===== src/rtl/sgdmac_desc_fetch.sv =====
// sgdmac_desc_fetch
// -----------------
// Descriptor fetch engine for the scatter-gather DMAC. On a start pulse it
// walks a linked chain of 16-byte descriptors in memory. For each one it
// issues a single 4-beat AXI read and hands non-empty descriptors to the data
// mover. It then waits for the mover's completion pulse before following the
// next pointer.
//
// Descriptor layout (little-endian, 16-byte aligned):
//   word0 source address, word1 destination address, word2 byte length,
//   word3 next pointer (0 terminates the chain).
//
// Handshake semantics (AR, R and descriptor handoff): a transfer happens on a
// rising clk edge where both valid and ready are high. A source that raises
// valid keeps it high, with its payload unchanged, until that edge.
//
// Ports:
//   clk, rst                      clock, asynchronous active-high reset
//   start_i, start_pointer_i      start pulse and first descriptor address
//   done_o                        high while idle
//   err_o                         sticky error, cleared by an accepted start
//   desc_cnt_o                    descriptors fetched since the accepted start
//   araddr_o .. arready_i         AXI read address channel (fixed 4x32-bit INCR)
//   rdata_i .. rready_o           AXI read data channel
//   desc_src_o/dst_o/len_o        descriptor fields presented to the mover
//   desc_valid_o, desc_ready_i    descriptor handoff handshake
//   xfer_done_i                   mover completion pulse for the handed-off descriptor
//
// Every output is either a register or a decode of the state register, so
// there is no combinational path from any input to any output.

module sgdmac_desc_fetch #(
    parameter int DESC_CNT_W = 16
) (
    input  logic                  clk,
    input  logic                  rst,
    input  logic                  start_i,
    input  logic [31:0]           start_pointer_i,
    output logic                  done_o,
    output logic                  err_o,
    output logic [DESC_CNT_W-1:0] desc_cnt_o,
    output logic [31:0]           araddr_o,
    output logic [3:0]            arlen_o,
    output logic [2:0]            arsize_o,
    output logic [1:0]            arburst_o,
    output logic                  arvalid_o,
    input  logic                  arready_i,
    input  logic [31:0]           rdata_i,
    input  logic [1:0]            rresp_i,
    input  logic                  rlast_i,
    input  logic                  rvalid_i,
    output logic                  rready_o,
    output logic [31:0]           desc_src_o,
    output logic [31:0]           desc_dst_o,
    output logic [31:0]           desc_len_o,
    output logic                  desc_valid_o,
    input  logic                  desc_ready_i,
    input  logic                  xfer_done_i
);

    typedef enum logic [2:0] {
        S_IDLE = 3'd0,
        S_AR   = 3'd1,
        S_RD   = 3'd2,
        S_DEC  = 3'd3,
        S_PUSH = 3'd4,
        S_WAIT = 3'd5
    } state_t;

    state_t state_q, state_d;

    logic [31:0]           cur_ptr_q;
    logic [31:0]           next_ptr_q;   // stored with bits [3:0] already cleared
    logic [31:0]           src_q, dst_q, len_q;
    logic [1:0]            beat_q;
    logic                  beat_ovf_q;   // set once beat 3 has been taken; later beats are dropped
    logic                  desc_err_q;   // error seen while reading the current descriptor
    logic                  err_q;
    logic [DESC_CNT_W-1:0] cnt_q;

    logic r_fire;
    logic last_fire;
    logic next_is_zero;

    assign r_fire       = (state_q == S_RD) && rvalid_i;
    assign last_fire    = r_fire && rlast_i;
    assign next_is_zero = (next_ptr_q == 32'd0);

    // ------------------------------------------------------------------
    // State register
    // ------------------------------------------------------------------
    always_ff @(posedge clk or posedge rst) begin
        if (rst) begin
            state_q <= S_IDLE;
        end else begin
            state_q <= state_d;
        end
    end

    // ------------------------------------------------------------------
    // Next-state logic
    // ------------------------------------------------------------------
    always_comb begin
        state_d = state_q;
        case (state_q)
            S_IDLE: begin
                if (start_i) begin
                    state_d = S_AR;
                end
            end
            S_AR: begin
                if (arready_i) begin
                    state_d = S_RD;
                end
            end
            S_RD: begin
                if (last_fire) begin
                    state_d = S_DEC;
                end
            end
            S_DEC: begin
                if (desc_err_q) begin
                    state_d = S_IDLE;
                end else if (len_q == 32'd0) begin
                    // Empty descriptor: never shown to the mover.
                    state_d = next_is_zero ? S_IDLE : S_AR;
                end else begin
                    state_d = S_PUSH;
                end
            end
            S_PUSH: begin
                if (desc_ready_i) begin
                    state_d = S_WAIT;
                end
            end
            S_WAIT: begin
                // A completion pulse coincident with the PUSH handshake
                // arrives while still in PUSH and is therefore not seen here.
                if (xfer_done_i) begin
                    state_d = next_is_zero ? S_IDLE : S_AR;
                end
            end
            default: begin
                state_d = S_IDLE;
            end
        endcase
    end

    // ------------------------------------------------------------------
    // Datapath registers
    // ------------------------------------------------------------------
    always_ff @(posedge clk or posedge rst) begin
        if (rst) begin
            cur_ptr_q  <= 32'd0;
            next_ptr_q <= 32'd0;
            src_q      <= 32'd0;
            dst_q      <= 32'd0;
            len_q      <= 32'd0;
            beat_q     <= 2'd0;
            beat_ovf_q <= 1'b0;
            desc_err_q <= 1'b0;
            err_q      <= 1'b0;
            cnt_q      <= '0;
        end else begin
            case (state_q)
                S_IDLE: begin
                    if (start_i) begin
                        cur_ptr_q <= {start_pointer_i[31:4], 4'h0};
                        err_q     <= 1'b0;
                        cnt_q     <= '0;
                    end
                end
                S_AR: begin
                    if (arready_i) begin
                        beat_q     <= 2'd0;
                        beat_ovf_q <= 1'b0;
                        desc_err_q <= 1'b0;
                    end
                end
                S_RD: begin
                    if (r_fire) begin
                        if (!beat_ovf_q) begin
                            case (beat_q)
                                2'd0:    src_q      <= rdata_i;
                                2'd1:    dst_q      <= rdata_i;
                                2'd2:    len_q      <= rdata_i;
                                default: next_ptr_q <= {rdata_i[31:4], 4'h0};
                            endcase
                            if (beat_q == 2'd3) begin
                                beat_ovf_q <= 1'b1;
                            end
                            beat_q <= beat_q + 2'd1;
                        end
                        // Bad response, or a burst that ends anywhere but beat 3.
                        if ((rresp_i != 2'b00) ||
                            (rlast_i && (beat_ovf_q || (beat_q != 2'd3)))) begin
                            desc_err_q <= 1'b1;
                        end
                        if (rlast_i && (cnt_q != {DESC_CNT_W{1'b1}})) begin
                            cnt_q <= cnt_q + 1'b1;
                        end
                    end
                end
                S_DEC: begin
                    if (desc_err_q) begin
                        err_q <= 1'b1;
                    end else if ((len_q == 32'd0) && !next_is_zero) begin
                        cur_ptr_q <= next_ptr_q;
                    end
                end
                S_WAIT: begin
                    if (xfer_done_i && !next_is_zero) begin
                        cur_ptr_q <= next_ptr_q;
                    end
                end
                default: begin
                end
            endcase
        end
    end

    // ------------------------------------------------------------------
    // Outputs
    // ------------------------------------------------------------------
    assign done_o       = (state_q == S_IDLE);
    assign arvalid_o    = (state_q == S_AR);
    assign rready_o     = (state_q == S_RD);
    assign desc_valid_o = (state_q == S_PUSH);

    assign err_o      = err_q;
    assign desc_cnt_o = cnt_q;
    assign araddr_o   = cur_ptr_q;
    assign arlen_o    = 4'd3;
    assign arsize_o   = 3'b010;
    assign arburst_o  = 2'b01;

    assign desc_src_o = src_q;
    assign desc_dst_o = dst_q;
    assign desc_len_o = len_q;

endmodule

===== config.mk =====
export PLATFORM = sky130hd
export DESIGN_NAME = sgdmac_desc_fetch
export DESIGN_NICKNAME = d
export VERILOG_FILES = /design/src/rtl/sgdmac_desc_fetch.sv
export SDC_FILE = /design/constraint.sdc
export NUM_CORES = 1
export LEC_CHECK = 0
export ABC_AREA = 1
export CORE_ASPECT_RATIO = 0.9
export CORE_MARGIN = 3
export CORE_UTILIZATION = 40
export DETAILED_ROUTE_END_ITERATION = 7
export HOLD_SLACK_MARGIN = 0.05
export PLACE_DENSITY = 0.79
export SLEW_MARGIN = 10
export SYNTH_ARGS = -nofsm -noshare
export SYNTH_HDL_FRONTEND = slang
export SYNTH_SLANG_ARGS = --single-unit

===== constraint.sdc =====
create_clock -name clk -period 7.88 [get_ports clk]
set_input_delay 1.576 -clock clk [delete_from_list [all_inputs] [get_ports clk]]
set_output_delay 1.576 -clock clk [all_outputs]
set_load 0.01 [all_outputs]

==> out/qor.txt <==
TNS Setup: 0 ns
Post-CTS setup buffers: 0
Synth top area share: 55.4%
Synth Area in Simple Gates: 22.0%
Largest family of logic cells by synthesized area: simple AND/OR/NAND/NOR gates
Number of flops mapped to enable cells by yosys: 0
Multiplexer share of the synthesized area: 3.83%
Post-detailed-route count of antenna-violating nets: 0
Ant diodes: 0
Final Skew: 0.0144 ns
Status: finished, final reports clean
Finished Cell Area: 10700 um^2
#FFs+latches synth: 176
DPL Wire Length: 15700 um
Via/cell ratio: 4.96
Hold Path Class: flip-flop to flip-flop
Final wirelength: 22500 um
Non-filler cells, final: 1350
CP startpoint kind: flip-flop
Yosys warns: 0
Routed vias: 6692
Post-route minimum period: 3.54 ns
Register area share after synthesis: 55.4%
Max VDD drop: 0.000277 V
Crit path kind: flip-flop to output port
Total track usage: 21.1%
CTS Hold Buffers Added: 0
LEAKAGE: 5.05 nW
Final core utilization: 55.4%
Critical Path RT: 6.30 ns
Finish-stage setup viols: 0
Total congestion overflow: 0
DRC: 0
Yosys cell types: 35
CP Data Arrival Time: 1.97 ns
Initial antenna violation count: 0
Die area: 21600 um^2
CTS Buf Count: 17
H-tree levels: 4
Max-cap check violation count: 0
CORE AREA: 19300 um^2
Pwr Density: 366 nW/um^2
Clk sink count: 176
Io pins: 232
Synth Instances: 891
Post-Synth Adder-Cell Area: 0.945%
Port Buffers: 214
CTS root buf: clkbuf_16
Global-route wire length before repair: 36100 um
Number of iterations in the first detailed-routing pass: 5
Largest net degree at the start of global routing: 92
Final GP Congestion: 0.868
Starting DRC count in detailed routing: 411
Syn Std Cell Area: 7950 um^2
Worst Tran Pin Value: 1.09 ns
Layout cell share with drive strength beyond 1: 8.27%
Synth Area in Compound Gates: 10.2%
Hold Violations, Final: 0
Final nets: 1168
Die height: 140 um
Max-Slew Margin vs Limit: 26.8%
Placed cell area: 10100 um^2
Crit. End Element: output port
Dominant cells by area after synthesis: dfrtp_1 55%, nand2_1 13%, o21ai_0 7.0%, nand3_1 3.3%, nor2_1 3.1%
Die Wd: 155 um
Clock slew seen by the registers of the worst setup and hold paths: 0.06 ns
Clock Tree Buf Depth: 2
Max Freq: 0.282 GHz
Final Slew Violations: 0
P&R area growth vs syn: 34.8%
Resize count post-CTS: 0
Cell taking the most area after synthesis: dfrtp_1
Async SR Flop Fraction: 100%
Worst Path Max Fanout: 16
# fillers: 1729
WL per Instance: 16.7 um
XOR/XNOR share of the synthesized area: 0.331%
Vias in the first global route: 6613
Avg Cell Area, Syn: 8.92 um^2
Cell count after placement: 1319
CTS tree: yes
Initial core utilization: 41.1%
Clock insertion delay at the later pin of the skew report: 0.43 ns
Ys flop type: dfrtp_1
Unrepaired setup endpoints after global routing: false
Fin crit share: 45.0%
Row count: 48
-- worst paths after layout --
kind,slack (ns),startpoint,endpoint,depth (start not counted)
max in group asynchronous,5.06,rst,desc_dst_o[10],3
hold reg to reg,0.47,araddr_o[4],araddr_o[4],2
hold / removal,0.47,araddr_o[4],araddr_o[4],2
setup / recovery,4.34,state_q[0],rready_o,4
setup reg to reg,5.39,desc_cnt_o[0],desc_cnt_o[12],10
min in group asynchronous,1.71,rst,desc_dst_o[17],2
-- critical path, stage by stage (launching register included) --
cell             delay, ns
dfrtp_1               0.45
nor2_4                0.20
nand2_4               0.10
clkinv_2              0.21
clkdlybuf4s50_1       0.59
-- cell type report --
type	count	area [um^2]	share of cell area, %
well taps	250	313	2.92
flip-flops and latches	176	4400	41.1
repair buffers	219	2180	20.3
multi-input cells	616	3010	28.1
inverters	58	224	2.09
clock buffers	17	425	3.97
clock inverters	14	154	1.44
-- cell families (layout without fill, tap and decap cells) --
| group | Yosys count | count (layout) |
|---|---|---|
| compound gates | 150 | 150 |
| buf+inv | 110 | 308 |
| fa+ha+maj | 6 | 6 |
| other cells | 2 | 13 |
| simple gates | 417 | 417 |
| mux | 27 | 27 |
| xor+xnor | 3 | 3 |
| flops | 176 | 176 |
-- cell usage after synthesis (2+ instances only) --
cell type and instances:
clkbuf_2 9, conb_1 2, mux2_2 21, or2_2 5, nand2_4 5, nor3_1 5
buf_6 9, nand3_2 2, nor2_1 65, nand3_1 53, inv_1 56, mux2_1 6
buf_2 20, o21ai_1 21, ha_1 6, nand2_2 3, dfrtp_1 176, a21boi_0 3
xor2_1 3, o21ai_2 11, o21ai_0 111, nand4_1 4, buf_4 14, nand2_1 270
-- power by group --
group	leakage, nW	switching (mW)	internal [mW]
sequential	2.36	0.197	1.19
clock	0.288	0.380	0.473
combinational	2.40	0.907	0.774
-- flip-flops by register name, indices dropped and copies added (netlist names) --
signal,flops
araddr_o,28
beat_ovf_q,1
beat_q,2
desc_cnt_o,16
desc_dst_o,32
desc_err_q,1
desc_len_o,32
desc_src_o,32
err_o,1
next_ptr_q,28
state_q,3
-- through the flow --
step / total power, mW / worst slack (ns) / hold slack, ns
global placement: 3.04 / 4.26 / 0.454
detailed placement: 3.08 / 4.20 / 0.457
finish: 3.92 / 4.34 / 0.473
floorplan: 2.28 / 1.53 / 0.459
global route: 4.18 / 4.22 / 0.496
CTS: 3.94 / 4.31 / 0.474
-- metal layers --
layer,vias up,part of all wire [%],global-route usage [%]
met5,-,0,0
met4,0,1.7,4.97
met3,23,10,9.14
met2,252,46,32.7
met1,3186,43,27.4
li1,3231,-,-
-- layout by cell type, fill, tap and decap left out, types with 2 or more instances in the layout --
master,Yosys,layout
nand2_1,270,270
clkdlybuf4s50_1,0,214
dfrtp_1,176,176
o21ai_0,111,111
nor2_1,65,65
inv_1,56,55
nand3_1,53,53
mux2_2,21,21
o21ai_1,21,21
clkbuf_16,0,17
conb_1,2,13
o21ai_2,11,11
mux2_1,6,6
ha_1,6,6
nand2_4,5,5
clkinv_2,1,5
or2_2,5,5
nor3_1,5,5
inv_6,0,5
buf_4,14,5
nand4_1,4,4
nand2_2,3,3
xor2_1,3,3
a21boi_0,3,3
nand3_2,2,2
bufinv_16,0,2
inv_8,0,2
(Power assumes the default switching activity.)
